`src/rtl/wb_arb_pkg.sv`:
```
// Shared types and Wishbone B4 cycle-type constants for the two-master arbiter.
package wb_arb_pkg;

  typedef enum logic [1:0] {
    IDLE = 2'd0,
    GNT0 = 2'd1,
    GNT1 = 2'd2
  } arb_state_t;

  localparam logic [2:0] CTI_CLASSIC = 3'b000;
  localparam logic [2:0] CTI_CONST   = 3'b001;
  localparam logic [2:0] CTI_INCR    = 3'b010;
  localparam logic [2:0] CTI_EOB     = 3'b111;
  localparam logic [1:0] BTE_LINEAR  = 2'b00;

endpackage

```
`src/rtl/wb_arb_timeout.sv`:
```
// Stalled-beat watchdog: expire fires on the TIMEOUT-th consecutive stalled cycle.
module wb_arb_timeout #(
  parameter int TIMEOUT = 15
) (
  input  logic clock,
  input  logic reset_n,
  input  logic stall,
  input  logic clear,
  output logic expire
);

  localparam int CW = $clog2(TIMEOUT + 1);

  logic [CW-1:0] count;

  assign expire = stall && (count == CW'(TIMEOUT - 1));

  always_ff @(posedge clock or negedge reset_n) begin
    if (!reset_n)                      count <= '0;
    else if (clear || !stall || expire) count <= '0;
    else                               count <= count + 1'b1;
  end

endmodule

```
`src/rtl/wb_arbiter2.sv`:
```
// Round-robin Wishbone B4 arbiter, ibus (m0) and dbus (m1) onto one slave port.
// Optional stalled-slave watchdog enabled by defining WB_ARB_TIMEOUT_EN.
module wb_arbiter2
  import wb_arb_pkg::*;
#(
  parameter int ADDR_W  = 30,
  parameter int DATA_W  = 32,
  parameter int SEL_W   = 4,
  parameter int TIMEOUT = 15
) (
  input  logic              clock,
  input  logic              reset_n,
  input  logic [ADDR_W-1:0] m0_adr,
  input  logic [DATA_W-1:0] m0_dat_w,
  output logic [DATA_W-1:0] m0_dat_r,
  input  logic [SEL_W-1:0]  m0_sel,
  input  logic              m0_cyc,
  input  logic              m0_stb,
  input  logic              m0_we,
  input  logic [2:0]        m0_cti,
  input  logic [1:0]        m0_bte,
  output logic              m0_ack,
  output logic              m0_err,
  input  logic [ADDR_W-1:0] m1_adr,
  input  logic [DATA_W-1:0] m1_dat_w,
  output logic [DATA_W-1:0] m1_dat_r,
  input  logic [SEL_W-1:0]  m1_sel,
  input  logic              m1_cyc,
  input  logic              m1_stb,
  input  logic              m1_we,
  input  logic [2:0]        m1_cti,
  input  logic [1:0]        m1_bte,
  output logic              m1_ack,
  output logic              m1_err,
  output logic [ADDR_W-1:0] s_adr,
  output logic [DATA_W-1:0] s_dat_w,
  input  logic [DATA_W-1:0] s_dat_r,
  output logic [SEL_W-1:0]  s_sel,
  output logic              s_cyc,
  output logic              s_stb,
  output logic              s_we,
  output logic [2:0]        s_cti,
  output logic [1:0]        s_bte,
  input  logic              s_ack,
  input  logic              s_err
);

  arb_state_t state, state_nxt;
  logic       last, last_nxt;
  logic       expire;
  logic       g0, g1;

  assign g0 = (state == GNT0);
  assign g1 = (state == GNT1);

`ifdef WB_ARB_TIMEOUT_EN
  logic stall;
  // Built from master-side signals so the forced s_cyc drop cannot feed back.
  assign stall = ((g0 && m0_cyc && m0_stb) || (g1 && m1_cyc && m1_stb)) && !s_ack && !s_err;

  wb_arb_timeout #(.TIMEOUT(TIMEOUT)) u_timeout (
    .clock   (clock),
    .reset_n (reset_n),
    .stall   (stall),
    .clear   (state_nxt != state),
    .expire  (expire)
  );
`else
  localparam int unused_timeout = TIMEOUT;
  assign expire = 1'b0;
`endif

  always_comb begin
    state_nxt = state;
    last_nxt  = last;
    case (state)
      IDLE: begin
        // On a tie, the master that did not own the bus last wins.
        if (m0_cyc && (!m1_cyc || last)) state_nxt = GNT0;
        else if (m1_cyc)                 state_nxt = GNT1;
      end
      GNT0: if (!m0_cyc || expire) begin
        last_nxt  = 1'b0;
        state_nxt = m1_cyc ? GNT1 : IDLE;
      end
      GNT1: if (!m1_cyc || expire) begin
        last_nxt  = 1'b1;
        state_nxt = m0_cyc ? GNT0 : IDLE;
      end
      default: state_nxt = IDLE;
    endcase
  end

  always_ff @(posedge clock or negedge reset_n) begin
    if (!reset_n) begin
      state <= IDLE;
      last  <= 1'b1;
    end else begin
      state <= state_nxt;
      last  <= last_nxt;
    end
  end

  always_comb begin
    s_adr   = '0;
    s_dat_w = '0;
    s_sel   = '0;
    s_cyc   = 1'b0;
    s_stb   = 1'b0;
    s_we    = 1'b0;
    s_cti   = CTI_CLASSIC;
    s_bte   = BTE_LINEAR;
    if (g0) begin
      s_adr = m0_adr; s_dat_w = m0_dat_w; s_sel = m0_sel; s_cyc = m0_cyc;
      s_stb = m0_stb; s_we = m0_we; s_cti = m0_cti; s_bte = m0_bte;
    end else if (g1) begin
      s_adr = m1_adr; s_dat_w = m1_dat_w; s_sel = m1_sel; s_cyc = m1_cyc;
      s_stb = m1_stb; s_we = m1_we; s_cti = m1_cti; s_bte = m1_bte;
    end
    if (expire) begin
      s_cyc = 1'b0;
      s_stb = 1'b0;
    end
  end

  assign m0_ack   = g0 && s_ack;
  assign m0_err   = g0 && (s_err || expire);
  assign m0_dat_r = g0 ? s_dat_r : '0;
  assign m1_ack   = g1 && s_ack;
  assign m1_err   = g1 && (s_err || expire);
  assign m1_dat_r = g1 ? s_dat_r : '0;

endmodule
```
`config.mk`:
```
export PLATFORM = sky130hd
export DESIGN_NAME = wb_arbiter2
export DESIGN_NICKNAME = d
export VERILOG_FILES = /design/src/rtl/wb_arb_pkg.sv /design/src/rtl/wb_arb_timeout.sv /design/src/rtl/wb_arbiter2.sv
export SDC_FILE = /design/constraint.sdc
export NUM_CORES = 1
export LEC_CHECK = 0
export ABC_AREA = 0
export BUFFER_PORTS_ARGS = -buffer_cell sky130_fd_sc_hd__clkbuf_2
export CORE_AREA = 10 10 118 120
export CTS_CLUSTER_SIZE = 40
export DETAILED_ROUTE_END_ITERATION = 8
export DIE_AREA = 0 0 128 130
export PLACE_DENSITY = 0.55
export SLEW_MARGIN = 20
export SYNTH_ARGS = -nofsm -noshare
export SYNTH_HDL_FRONTEND = slang
export SYNTH_SLANG_ARGS = --single-unit
export TNS_END_PERCENT = 5
```
`constraint.sdc`:
```
create_clock -name clock -period 1.7 [get_ports clock]
set_clock_uncertainty 0.05 [all_clocks]
set_input_delay 0.425 -clock clock [delete_from_list [all_inputs] [get_ports clock]]
set_output_delay 0.425 -clock clock [all_outputs]
set_load 0.01 [all_outputs]
```
Yosys cells after proc, flatten, opt, wreduce, memory -nomap -nowiden
Cells that the tools add are included.
{"block": "op_classes", "eq_ne": 5, "mux": 28, "n_reduce_logical": 11}
{"op": "$mux W32", "n": 4}
{"op": "$mux W30", "n": 2}
{"op": "$mux W2", "n": 7}
{"op": "$mux W1", "n": 9}
{"op": "$mux W4", "n": 2}
{"op": "$mux W3", "n": 2}
{"op": "$pmux W2 S3", "n": 1}
{"op": "$reduce_and A3 Y1", "n": 2}
{"op": "$logic_and A1 B1 Y1", "n": 5}
{"op": "$ne A2 B2 Y1 const B", "n": 2}
{"op": "$ne A3 B3 Y1 const B", "n": 1}
{"op": "$eq A2 B1 Y1 const B", "n": 1}
{"op": "$eq A2 B2 Y1 const B", "n": 1}
{"op": "$logic_not A2 Y1", "n": 1}
{"op": "$pmux W1 S2", "n": 1}
{"op": "$reduce_bool A2 Y1", "n": 1}
{"op": "$logic_not A1 Y1", "n": 1}
{"op": "$logic_or A1 B1 Y1", "n": 1}
{"block": "totals", "register_bits": 3, "input_bits": 184, "out_inout_bits": 142, "elab_cells": 46}

Depth between registers and ports, before layout
{"block": "logic_depth", "word_depth": 5, "ltp_mapped": 5, "mapped_depth_nobuf": 3}

Least setup slack after synthesis
Ideal clock, no wire load.
{"block": "synth_timing", "kind": "register to output", "from": "register state[1]", "to": "output s_adr[13]", "arrival_ps": 1175, "required_ps": 1225, "path_slack_ps": 50, "path_stages_with_launch": 6, "path_buffers": 3, "path_cell_list": "dfrtp_1 > nor2b_1 > buf_4 > buf_6 > buf_6 > a22o_1"}
{"block": "synth_between", "elab_chain_cells": 3, "word_cells_on_any_way": 4, "cone_classes": "2 x eq/ne; 2 x mux"}
{"element": "start, declared", "line_no": "wb_arbiter2.sv:48", "rtl": "arb_state_t state, state_nxt;"}
{"element": "start signal, assigned", "line_no": "wb_arbiter2.sv:99", "rtl": "state <= state_nxt;"}
{"element": "$eq A2 B2 Y1", "line_no": "wb_arbiter2.sv:54", "rtl": "assign g1 = (state == GNT1);"}
{"element": "$mux W30", "line_no": "wb_arbiter2.sv:116", "rtl": "end else if (g1) begin"}
{"element": "$mux W30 (*)", "line_no": "wb_arbiter2.sv:113", "rtl": "if (g0) begin"}
{"element": "end, declared", "line_no": "wb_arbiter2.sv:35", "rtl": "output logic [ADDR_W-1:0] s_adr,"}
Every way passes the cells marked *; elsewhere a longest branch is shown, timed or not.

Worst setup path after layout
{"block": "layout_timing", "from": "register state[1]", "to": "output s_dat_w[10]"}
{"block": "layout_between", "elab_chain_cells": 3, "word_cells_on_any_way": 4, "cone_classes": "2 x eq/ne; 2 x mux"}
{"element": "$eq A2 B2 Y1", "line_no": "wb_arbiter2.sv:54"}
{"element": "$mux W32", "line_no": "wb_arbiter2.sv:116"}
{"element": "$mux W32 (*)", "line_no": "wb_arbiter2.sv:113"}
{"element": "end, declared", "line_no": "wb_arbiter2.sv:36", "rtl": "output logic [DATA_W-1:0] s_dat_w,"}
Marks and branches as above.

==> impl_summary.txt <==
----------------------------------------------------
[Global route]
  Antenna violations before repair ... 0
  Maximum number of pins on one net before global-route repair ... 55
  Wire length of the first global-routing pass ... 15.3 mm
  Global-route usage over all layers ... 11.2%
  Number of global-route vias before repair ... 2,908
  Overflow left after global routing ... 0

[Yosys]
  Number of synthesized register bits ... 3
  Most instantiated flip-flop cell in the synthesis netlist ... sky130_fd_sc_hd__dfrtp_1
  Cell area after synthesis ... 1360 um^2
  Most numerous cell types in the synthesized netlist ... 74 x sky130_fd_sc_hd__a22o_1, 70 x sky130_fd_sc_hd__and2_1, 13 x sky130_fd_sc_hd__buf_2, 3 x sky130_fd_sc_hd__buf_6, 3 x sky130_fd_sc_hd__clkbuf_2
  Seq/Total Area, Yosys ... 5.61%
  Mean post-synth cell area ... 7.51 um^2
  Distinct cell type count of the synthesized netlist ... 17
  Area share of the largest cell type after synthesis ... 47.7%
  Post-synth EDFFs ... 0
  Post-synthesis net count ... 365
  Number of instances in the synthesized netlist ... 181
  Warning count from the yosys run ... 0
  Dominant cells by area after synthesis ... sky130_fd_sc_hd__a22o_1 48%, sky130_fd_sc_hd__and2_1 32%, sky130_fd_sc_hd__buf_2 4.8%
  Cell taking the most area after synthesis ... sky130_fd_sc_hd__a22o_1
  Post-synthesis async set-or-reset flop share ... 100%
  Most repeated cell in the gate-level netlist after synthesis ... sky130_fd_sc_hd__a22o_1

[Critical path]
  WP data arrival ... 1.49 ns
  Worst setup SP type ... register
  Cell family with the largest share of critical-path delay ... buffers and inverters
  Slowest CP cell ... sky130_fd_sc_hd__dfrtp_1
  Top fanout value on the critical path ... 27
  Kind of end point of the critical path ... output pin
  Crit path buffers/inverters ... 3
  Critical Path, Cell by Cell ... nor2b_4 > buf_4 > buf_12 > a22o_1 > clkbuf_2
  Worst path required time ... 1.22 ns
  Max incr delay on CP ... 0.40 ns
  Critical Setup Path Class ... register to output pin
  R2R setup slack ... 0.64 ns

[STA]
  Endpoints failing setup ... 142
  Max Fclk ... 0.509 GHz
  Crit share post-route ... 115%
  Count of final hold-check violations ... 0
  Tightest hold margin ... 0.432 ns
  Slack of the critical path ... -0.263 ns
  RSZ-0062 raised after global routing ... true
  Measured slew at the worst slew-check pin ... 0.233 ns
  Slew Viols, Final ... 0
  Worst slew margin ... 84.5%
  Fin crit period ... 1.96 ns
  Summed negative setup slack over all endpoints ... -27.22 ns

[Floorplan]
  Number of placement rows ... 40
  Die Y ... 130 um
  Overall die area ... 16,600 um^2
  Chip width ... 128 um
  Initial standard-cell utilization of the core ... 11.6%
  Core region area ... 11,700 um^2
  Ports ... 326

[Layout]
  Area grow syn2layout ... 145%
  Diode count ... 0
  Nets@finish ... 682
  Ratio of cells with drive above 1 in the final layout ... 68.6%

[Placed design]
  GP Congestion ... 0.881
  DP HPWL ... 9.88 mm
  Count of buffers from port buffering ... 325
  Post-place setup slack ... -0.0553 ns

[Drt]
  Detailed Route Iter0 Violations ... 96
  Remaining routing DRC violations ... 0
  Total wire length ... 11.2 mm
  Number of nets still failing antenna checks after routing ... 0
  Routed WL per cell ... 17.4 um
  Iteration count of the initial detailed-routing pass ... 4
  Vias per std cell ... 4.24
  Via count ... 2,731

[Clock network]
  Maximum root-to-sink buffer count ... 2
  H-tree level count ... 1
  Clk pin slew, worst setup/hold paths ... 0.03 ns
  TritonCTS clock tree ... done
  Clock root buffer master ... sky130_fd_sc_hd__clkbuf_16
  Clock insertion delay at the later pin of the skew report ... 0.22 ns
  Sink count of the clock tree ... 3
  Total clock buffers created by CTS ... 3

[Outcome]
  Status ... finished, violations left
  Violated checks ... setup timing

[Pwr]
  Switching fraction of total power ... 45.0%
  Sequential power share ... 4.6%
  Pwr Total ... 2.79 mW
  Power density normalized to cell area ... 837 nW/um^2
  Internal power summed over all cells ... 1.54 mW
  Maximum vdd ir drop ... 301 uV
  P_sw ... 1.26 mW
  Leak ... 2.07 nW
  Combinational share of power ... 82.0%
  Clock group share of total power ... 13.4%

[Run]
  Maximum Capacitance Violations ... 0

[Min path]
  Worst hold-check path type ... input pin to register

----------------------------------------------------
cells in the final DEF (no fill, tap or decap):
cell	netlist	final
sky130_fd_sc_hd__clkbuf_2	3	296
sky130_fd_sc_hd__nor2b_4	0	1
sky130_fd_sc_hd__clkbuf_1	1	1
sky130_fd_sc_hd__nor2_1	2	2
sky130_fd_sc_hd__buf_4	2	3
sky130_fd_sc_hd__and2_1	70	70
sky130_fd_sc_hd__dlygate4sd3_1	0	1
sky130_fd_sc_hd__nor2b_1	2	1
sky130_fd_sc_hd__a22o_1	74	74
sky130_fd_sc_hd__dfrtp_1	2	2
sky130_fd_sc_hd__o22ai_1	2	2
sky130_fd_sc_hd__inv_2	1	1
sky130_fd_sc_hd__clkbuf_16	0	4
sky130_fd_sc_hd__buf_12	0	3
sky130_fd_sc_hd__buf_6	3	8
sky130_fd_sc_hd__buf_16	0	1
sky130_fd_sc_hd__nor2_4	1	1
sky130_fd_sc_hd__buf_2	13	20
sky130_fd_sc_hd__clkbuf_8	0	2
sky130_fd_sc_hd__dfstp_2	1	1
sky130_fd_sc_hd__o21ai_0	2	2
sky130_fd_sc_hd__nand2_1	1	1
stage by stage:
step	instance area (um^2)	instances	util (%)
after floorplan	1360	181	-
after global placement	3140	636	26.8
after detailed placement	3140	636	26.8
after CTS	3240	641	27.7
after global routing	3340	644	28.5
final	3340	644	28.5
path summary, 6_finish.rpt:
kind                       depth (start not counted)           to     start
max                                                5  s_dat_w[10]  state[1]
min                                                2     state[0]    m0_cyc
max reg2reg                                        4     state[1]  state[1]
min reg2reg                                        2         last      last
max in group asynchronous                          2         last   reset_n
min in group asynchronous                          2     state[1]   reset_n
cells by family after synthesis:
kind of cell / share of synthesized area (%)
DFF: 5.61
AOI/OAI and AO/OA: 49.3
buffers and inverters: 10.3
and+or+nand+nor: 34.8
metal layers:
metal  vias up  track usage [%]  part of all wire (%)
met5         -                0                     0
met4         0             1.72                  0.81
met3         8             7.67                    15
met2       189             20.7                    51
met1      1228             10.1                    33
li1       1306                -                     -
worst reg2reg max path, stage by stage (launching register included):
cell,delay (ns)
sky130_fd_sc_hd__dfrtp_1,0.41
sky130_fd_sc_hd__buf_4,0.16
sky130_fd_sc_hd__nor2b_1,0.10
sky130_fd_sc_hd__o22ai_1,0.06
sky130_fd_sc_hd__and2_1,0.16
area by class of cell:
cell class | count | area [um^2]
Inverter | 1 | 3.75
Tap cell | 147 | 184
Timing Repair Buffer | 335 | 1840
Fill cell | 1282 | 8370
Multi-Input combinational cell | 154 | 1150
Sequential cell | 3 | 76.3
Clock buffer | 4 | 78.8
what timing repair did:
| action | in CTS | in global routing |
|---|---|---|
| gates cloned | 0 | 1 |
| gates resized for setup | 2 | 36 |
| pin swaps | 49 | 19 |
| buffers inserted | 0 | 2 |
| hold endpoints to repair | 2 | 0 |
| hold buffers | 1 | 0 |
| endpoints found under the setup margin | 142 | 142 |
power groups by stage:
stage          combinational [mW]  sequential [mW]  clock (mW)
6_report                     2.29            0.129       0.375
5_1_grt                      2.49            0.133       0.389
4_1_cts                      2.23            0.129       0.384
3_5_place_dp                 2.22            0.129           0
3_3_place_gp                 2.19            0.129           0
2_1_floorplan                1.21            0.126           0
registers in the layout, indices dropped and copies added, names as in the netlist:
signal,flops
state,2
last,1
Note: power is estimated with default switching activity, not from simulation.
